--- src/rtl/gray_conv_arbiter.sv ---
// Round-robin arbiter that shares one registered binary-to-Gray conversion
// stage among NREQ requesters. The winner's word is converted, tagged with
// its requester index and held in a single output slot. The slot drains
// downstream under valid/ready backpressure. A saturating counter tracks
// the number of accepted conversions.
module gray_conv_arbiter #(
   parameter int NREQ  = 4,
   parameter int WIDTH = 4,
   parameter int CNT_W = 16,
   localparam int ID_W = $clog2(NREQ)
) (
   input  logic                    clk,
   input  logic                    rst,
   input  logic [NREQ-1:0]         req_valid,
   input  logic [NREQ*WIDTH-1:0]   req_data,
   output logic [NREQ-1:0]         req_ready,
   output logic                    out_valid,
   output logic [WIDTH-1:0]        out_gray,
   output logic [ID_W-1:0]         out_id,
   input  logic                    out_ready,
   output logic [CNT_W-1:0]        conv_count
);

   logic [ID_W-1:0]  ptr;
   logic [ID_W-1:0]  win;
   logic [ID_W-1:0]  idx;
   logic             found;
   logic             can_accept;
   logic             grant;
   logic [WIDTH-1:0] sel_data;

   // The slot can take a new word when it is empty or being drained this cycle.
   assign can_accept = !out_valid || out_ready;

   // A grant needs a free slot, at least one valid requester, and reset released.
   assign grant = found && can_accept && !rst;

   // Search req_valid from ptr upward, wrapping (NREQ is a power of two).
   always_comb begin
      found = 1'b0;
      win   = '0;
      idx   = '0;
      for (int k = 0; k < NREQ; k++) begin
         idx = ptr + ID_W'(k);
         if (!found && req_valid[idx]) begin
            found = 1'b1;
            win   = idx;
         end
      end
   end

   // Pick the winner's binary word out of the packed request bus.
   always_comb begin
      sel_data = '0;
      for (int i = 0; i < NREQ; i++) begin
         if (win == ID_W'(i)) begin
            sel_data = req_data[i*WIDTH +: WIDTH];
         end
      end
   end

   // One-hot accept toward the winning requester only.
   always_comb begin
      req_ready = '0;
      if (grant) begin
         req_ready[win] = 1'b1;
      end
   end

   // Output slot, round-robin pointer and saturating conversion counter.
   always_ff @(posedge clk or posedge rst) begin
      if (rst) begin
         out_valid  <= 1'b0;
         out_gray   <= '0;
         out_id     <= '0;
         ptr        <= '0;
         conv_count <= '0;
      end else begin
         if (grant) begin
            out_gray  <= sel_data ^ (sel_data >> 1);
            out_id    <= win;
            out_valid <= 1'b1;
            ptr       <= win + ID_W'(1);
            if (conv_count != {CNT_W{1'b1}}) begin
               conv_count <= conv_count + CNT_W'(1);
            end
         end else if (out_ready) begin
            out_valid <= 1'b0;
         end
      end
   end

endmodule

--- config.mk ---
export PLATFORM = sky130hd
export DESIGN_NAME = gray_conv_arbiter
export DESIGN_NICKNAME = d
export VERILOG_FILES = /design/src/rtl/gray_conv_arbiter.sv
export SDC_FILE = /design/constraint.sdc
export NUM_CORES = 1
export LEC_CHECK = 0
export ABC_CLOCK_PERIOD_IN_PS = 2900
export CORE_UTILIZATION = 45
export DETAILED_ROUTE_END_ITERATION = 8
export GPL_TIMING_DRIVEN = 1
export PLACE_DENSITY = 0.79
export SLEW_MARGIN = 10
export SYNTH_ARGS = -nofsm -noshare
export SYNTH_HDL_FRONTEND = slang
export SYNTH_SLANG_ARGS = --single-unit
export TNS_END_PERCENT = 30
--- constraint.sdc ---
create_clock -name clk -period 2.9 [get_ports clk]
set_input_delay 0.29 -clock clk [delete_from_list [all_inputs] [get_ports clk]]
set_output_delay 0.29 -clock clk [all_outputs]
set_load 0.01 [all_outputs]
==> results_dict.tcl, run 1 <==
set metrics [dict create \
    worst_slew_pin_slew_ns 0.529 \
    initialDrtViolationCount 55 \
    final.setup.tns_ns 0 \
    setup.worst_path.class "in -> out" \
    first_pass_grt_wire_length_microns 6230 \
    seq_power_share 0.397 \
    cts_htree_levels 1 \
    post-synth-top-area-cell "dfrtp_1" \
    route.vias.total 1378 \
    critical-path-top-delay-family "buffers and inverters" \
    clock_latency_ns 0.32 \
    initial_core_util 0.479 \
    io-pin-count 50 \
    avgSynthCellArea_sq_um 9.91 \
    path_clk_slew_ns 0.13 \
    die_area_sq_um 3540 \
    horizontal_extent_of_the_die_microns 59.5 \
    worstPathCellList "clkdlybuf4s50_1 -> inv_1 -> a22o_2 -> a221oi_1 -> buf_4 -> ha_2 -> inv_1 -> nor2_1 -> clkdlybuf4s50_1" \
    hold_class "in -> async" \
    comb_power_share 0.503 \
    fin_crit_sh 0.953 \
    tritoncts "done" \
    count_of_flip_flops_with_a_built_in_enable_after_synthesis 0 \
    placed_cells_incl_taps 244 \
    top_cell_type_s_share_of_synthesized_area 0.421 \
    global_route.usage.total 0.235 \
    fin_worst_hold_slack_ns 0.285 \
    power.internal_w 0.000940 \
    timing.final.hold_violations 0 \
    clock_sinks 25 \
    worst_setup_path_start_kind "primary input" \
    drive_gt1_frac 0.113 \
    rr_startpoint "ptr[1]" \
    core-area_sq_um 3100 \
    place.gp.congestion 0.869 \
    r2r_setup_slack_ns 0.26 \
    detail_route.wl_per_cell_microns 14.6 \
    route.detailed.drc 0 \
    clock_tree.root_cell "clkbuf_4" \
    peakVddDrop_mv 0.534 \
    power.density_cell_area_nw_per_um2 743 \
    yosysUniqueCellTypes 44 \
    die_h_microns 59.5 \
    worst_ep_arrival_time_ns 2.47 \
    status "complete, no violations" \
    drt_wl_total_microns 3630 \
    setup-violations-final 0 \
    fmax_ghz 0.362 \
    p_clk_frac 0.101 \
    yosysWarnings 0 \
    endpoint_kind "primary output" \
    yosys_register_bits 25 \
    synth_async_sr_flop_share 1.00 \
    worstPathRequired_ns 2.61 \
    reg2reg_to "out_gray[0]" \
    worst_clock_skew_ns 0.000844 \
    detailedRoute.firstPassIterationCount 4 \
    cts.hold.buffers_added 0 \
    ys_dominant_reg_cell "dfrtp_1" \
    clock_path_buffers 2 \
    syn_area_sq_um 1490 \
    p_leak_nw 0.858 \
    grt-ovfl-total 0 \
    delay_of_the_slowest_cell_on_the_worst_path_ns 0.54 \
    fin_crit_ns 2.76 \
    grt_setup_unrepaired "false" \
    mappedNetlistNets 178 \
    biggest_area_contributors_in_the_synthesized_netlist "dfrtp_1 42%, xor2_1 6.5%, ha_1 4.2%" \
    critical-path-slowest-cell "clkdlybuf4s50_1" \
    critical_path_fanouts_max 6 \
    placement_rows 20 \
    drv_slew 0 \
    reg2reg_depth 9 \
    count_of_buffer_and_inverter_cells_on_the_critical_path 5 \
    timing.max_slew.rel_slack 0.647 \
    switching_share 0.387 \
    power_switching_w 0.000593 \
    numPortBuffers 49 \
    syn_inst 150 \
    tritoncts_buffer_count 3 \
    final_core_utilization 0.665 \
    grt_antenna_before_repair 0 \
    finish.cell_count_without_fillers 248 \
    number_of_antenna_violating_nets_in_the_routed_design 0 \
    yosysSeqAreaShare 0.421 \
    cap_violations 0 \
    syn_to_final_growth_pct 38.9 \
    finalNetCount 233 \
    maximum_number_of_pins_on_one_net_before_global_route_repair 17 \
    route.detailed.vias_per_inst 5.56 \
    detailed_place_hpwl_microns 2860 \
    number_of_global_route_vias_before_repair 1413 \
    antenna_cells 0 \
]
==> power groups by stage <==
| stage | sequential (W) | combinational (W) | clock [W] |
|---|---|---|---|
| floorplan | 0.000638 | 0.000361 | 0 |
| global placement | 0.000602 | 0.000739 | 0 |
| detailed placement | 0.000612 | 0.000760 | 0 |
| CTS | 0.000607 | 0.000766 | 0.000157 |
| global route | 0.000631 | 0.000845 | 0.000173 |
| finish | 0.000608 | 0.000771 | 0.000155 |
==> worst max path at each step <==
stage                             from      endpoint  slack (ns)  cells after the start
after floorplan                 ptr[0]   out_gray[2]        0.43                      9
after global placement    req_valid[3]   out_gray[2]        0.08                     11
after detailed placement  req_valid[3]   out_gray[2]        0.03                     11
after CTS                 req_valid[3]  req_ready[3]        0.09                      9
after global routing      req_valid[3]  req_ready[3]       0.005                      9
final                     req_valid[3]  req_ready[3]        0.14                      9
==> metal layers <==
layer	routed length (microns)	GRT usage
met1	1530	0.286
met2	1880	0.421
met3	145	0.0349
met4	75	0.0816
met5	0	0
==> final cells by class <==
class	count	area, sq um
well taps	44	55.1
repair buffers	54	528
flip-flops and latches	25	626
multi-input cells	112	795
fillers	269	1040
clock inverters	1	5.00
clock buffers	3	22.5
inverters	9	33.8
==> registers in the layout, summed over array words and instances, names as in the netlist <==
register / cells
conv_count: 16
out_gray: 4
out_id: 2
ptr: 2
out_valid: 1
==> cells by family (layout without fill, tap and decap cells) <==
logic type | count (synthesis) | after routing | share of synthesized area
muxes | 5 | 5 | 0.0429
adders and majority gates | 5 | 5 | 0.0421
buffers and inverters | 13 | 67 | 0.0463
and+or+nand+nor | 63 | 63 | 0.253
DFF | 25 | 25 | 0.421
AOI/OAI and AO/OA | 27 | 27 | 0.125
xor gates and xnor gates | 12 | 12 | 0.0707
==> per-stage QoR <==
stage	power (W)	worst slack, ns	area (sq um)
after global routing	0.00165	0.00467	2060
final	0.00153	0.136	2060
after floorplan	0.000999	0.431	1490
after CTS	0.00153	0.0924	2060
after detailed placement	0.00137	0.0274	2030
after global placement	0.00134	0.0782	2030
==> worst reg2reg max path: cells and delay by family, from the launching register on <==
family	cells	cell delay (ns)
flip-flops	1	0.46
buffers and inverters	1	0.12
AND/OR/NAND/NOR	1	0.19
AO/OA/AOI/OAI	6	1.49
adder cells (fa/ha/maj)	1	0.30
==> Yosys cell counts (5+ instances only) <==
cell type  count
nor2_1         5
inv_1          9
ha_1           5
dfrtp_1       25
nand2_1       12
xor2_1        11
nor4_1         7
a21oi_1        6
nand3_1        6
nor3_1         5
==> placed cells by master (no fill, tap or decap), types with 2 or more instances in the layout <==
master           synthesis  layout
a21oi_1                  6       6
a221oi_1                 4       4
a31oi_1                  4       4
and2_1                   4       4
and4_1                   2       2
buf_4                    1       5
clkbuf_4                 0       3
clkdlybuf4s50_1          0      49
dfrtp_1                 25      25
ha_1                     5       4
inv_1                    9       9
mux2_2                   3       3
mux2_4                   2       2
nand2_1                 12      12
nand2b_1                 3       3
nand3_1                  6       6
nand4_1                  4       4
nor2_1                   5       5
nor3_1                   5       5
nor4_1                   7       7
o21ai_0                  4       4
o22ai_1                  2       2
or2b_1                   2       2
or3_1                    2       2
xor2_1                  11      11
==> what timing repair did <==
action	CTS	global route
resized for setup	0	1
buffers inserted	0	0
endpoints found under the setup margin	0	1
Note: power is estimated with default switching activity, not from simulation.
==> inputs of run 2 (changes only) <==
CTS_CLUSTER_DIAMETER = 30   (was unset)
SETUP_SLACK_MARGIN = 0.4   (was unset)
==> results_dict.tcl, run 2 (synthesis results as in run 1) <==
set metrics [dict create \
    status "complete, no violations" \
    worst_setup_path_start_kind "primary input" \
    numPortBuffers 49 \
    clock_tree.root_cell "clkbuf_4" \
    clock_latency_ns 0.32 \
    initialDrtViolationCount 78 \
    number_of_global_route_vias_before_repair 1421 \
    tritoncts_buffer_count 3 \
    detailed_place_hpwl_microns 2860 \
    finalNetCount 236 \
    grt_setup_unrepaired "true" \
    fmax_ghz 0.379 \
    fin_crit_sh 0.909 \
    grt-ovfl-total 0 \
    cap_violations 0 \
    place.gp.congestion 0.869 \
    detail_route.wl_per_cell_microns 15.2 \
    layout.cells.most_common_list "45 x clkdlybuf4s50_1, 25 x dfrtp_1, 12 x nand2_1" \
    antenna_cells 0 \
    peakVddDrop_mv 0.535 \
    maximum_number_of_pins_on_one_net_before_global_route_repair 17 \
    mostFrequentLayoutCell "clkdlybuf4s50_1" \
    worst_ep_arrival_time_ns 2.35 \
    worstPathRequired_ns 2.61 \
    power.density_cell_area_nw_per_um2 744 \
    detailedRoute.firstPassIterationCount 4 \
    final.setup.tns_ns 0 \
    route.detailed.vias_per_inst 5.52 \
    syn_to_final_growth_pct 42.7 \
    cts_htree_levels 1 \
    fin_crit_ns 2.64 \
    horizontal_extent_of_the_die_microns 59.5 \
    setup-violations-final 0 \
    number_of_antenna_violating_nets_in_the_routed_design 0 \
    route.detailed.drc 0 \
    largest_reg_flops 16 \
    p_leak_nw 0.906 \
    initial_core_util 0.479 \
    final_core_utilization 0.683 \
    setup.worst_path.class "in -> out" \
    drive_gt1_frac 0.155 \
    register_containing_the_most_flip_flops_in_the_final_layout "conv_count" \
    drv_slew 0 \
    clock_sinks 25 \
    route.vias.total 1385 \
    timing.final.hold_violations 0 \
    placement_rows 20 \
    clock_path_buffers 2 \
    endpoint_kind "primary output" \
    hold_class "in -> async" \
    die_h_microns 59.5 \
    path_clk_slew_ns 0.13 \
    fillerInstances 264 \
    cts.hold.buffers_added 0 \
    drt_wl_total_microns 3820 \
    die_area_sq_um 3540 \
    first_pass_grt_wire_length_microns 6270 \
    timing.max_slew.rel_slack 0.671 \
    critical_path_fanouts_max 5 \
    grt_antenna_before_repair 0 \
    core-area_sq_um 3100 \
    worst_slew_pin_slew_ns 0.489 \
    global_route.usage.total 0.237 \
    worst_clock_skew_ns 0.00175 \
    tritoncts "done" \
    io-pin-count 50 \
    largest_registers "conv_count x16, out_gray x4" \
]
-- run 2: layout make-up --
type / count / area (sq um) / area share
Clock buffer: 3 / 22.5 / 0.0106
Clock inverter: 1 / 5.00 / 0.00236
Inverter: 9 / 33.8 / 0.0159
Multi-Input combinational cell: 112 / 826 / 0.389
Sequential cell: 25 / 626 / 0.295
Tap cell: 44 / 55.1 / 0.0260
Timing Repair Buffer: 57 / 553 / 0.261
-- run 2: final timing paths --
check                            endpoint  cells after the start          from  slack (ns)
max in group asynchronous  conv_count[10]                      3           rst        2.41
min in group clk                out_valid                      3  req_valid[2]        0.44
hold reg to reg               out_gray[3]                      2   out_gray[3]        0.51
hold / removal                     ptr[0]                      3           rst        0.28
setup / recovery             req_ready[2]                      9  req_valid[3]        0.26
setup reg to reg              out_gray[0]                      9        ptr[1]        0.38
-- run 2: worst max-delay path: stages --
cell	delay [ns]
clkdlybuf4s50_1	0.48
inv_1	0.09
a22o_2	0.24
a221oi_2	0.23
buf_4	0.16
inv_1	0.08
ha_4	0.18
and2_1	0.13
clkdlybuf4s50_1	0.47
-- run 2: routing by layer --
layer	vias to the layer above	track usage	part of all wire
met5	-	0	0
met4	0	0.0816	0.020
met3	9	0.0349	0.033
met2	38	0.424	0.52
met1	674	0.287	0.43
li1	664	-	-
-- run 2: power breakdown --
group / internal (W) / switching [W] / total (W)
Combinational: 0.000444 / 0.000364 / 0.000808
Clock: 0.0000517 / 0.000103 / 0.000154
Sequential: 0.000467 / 0.000149 / 0.000616
Total: 0.000963 / 0.000615 / 0.00158
-- run 2: timing repair --
| action | CTS | global route |
|---|---|---|
| resized for setup | 4 | 8 |
| pin swaps | 0 | 1 |
| endpoints found under the setup margin | 7 | 7 |
| gates cloned | 0 | 0 |
| buffers inserted | 1 | 2 |
-- run 2: metrics by stage --
step	cell area, sq um	total power [W]	cells	hold slack, ns	setup slack [ns]
after floorplan	1490	0.000999	150	0.350	0.431
after global placement	2030	0.00134	244	0.472	0.0782
after detailed placement	2030	0.00137	244	0.479	0.0274
after CTS	2070	0.00154	249	0.285	0.213
after global routing	2120	0.00169	251	0.304	0.166
final	2120	0.00158	251	0.285	0.263
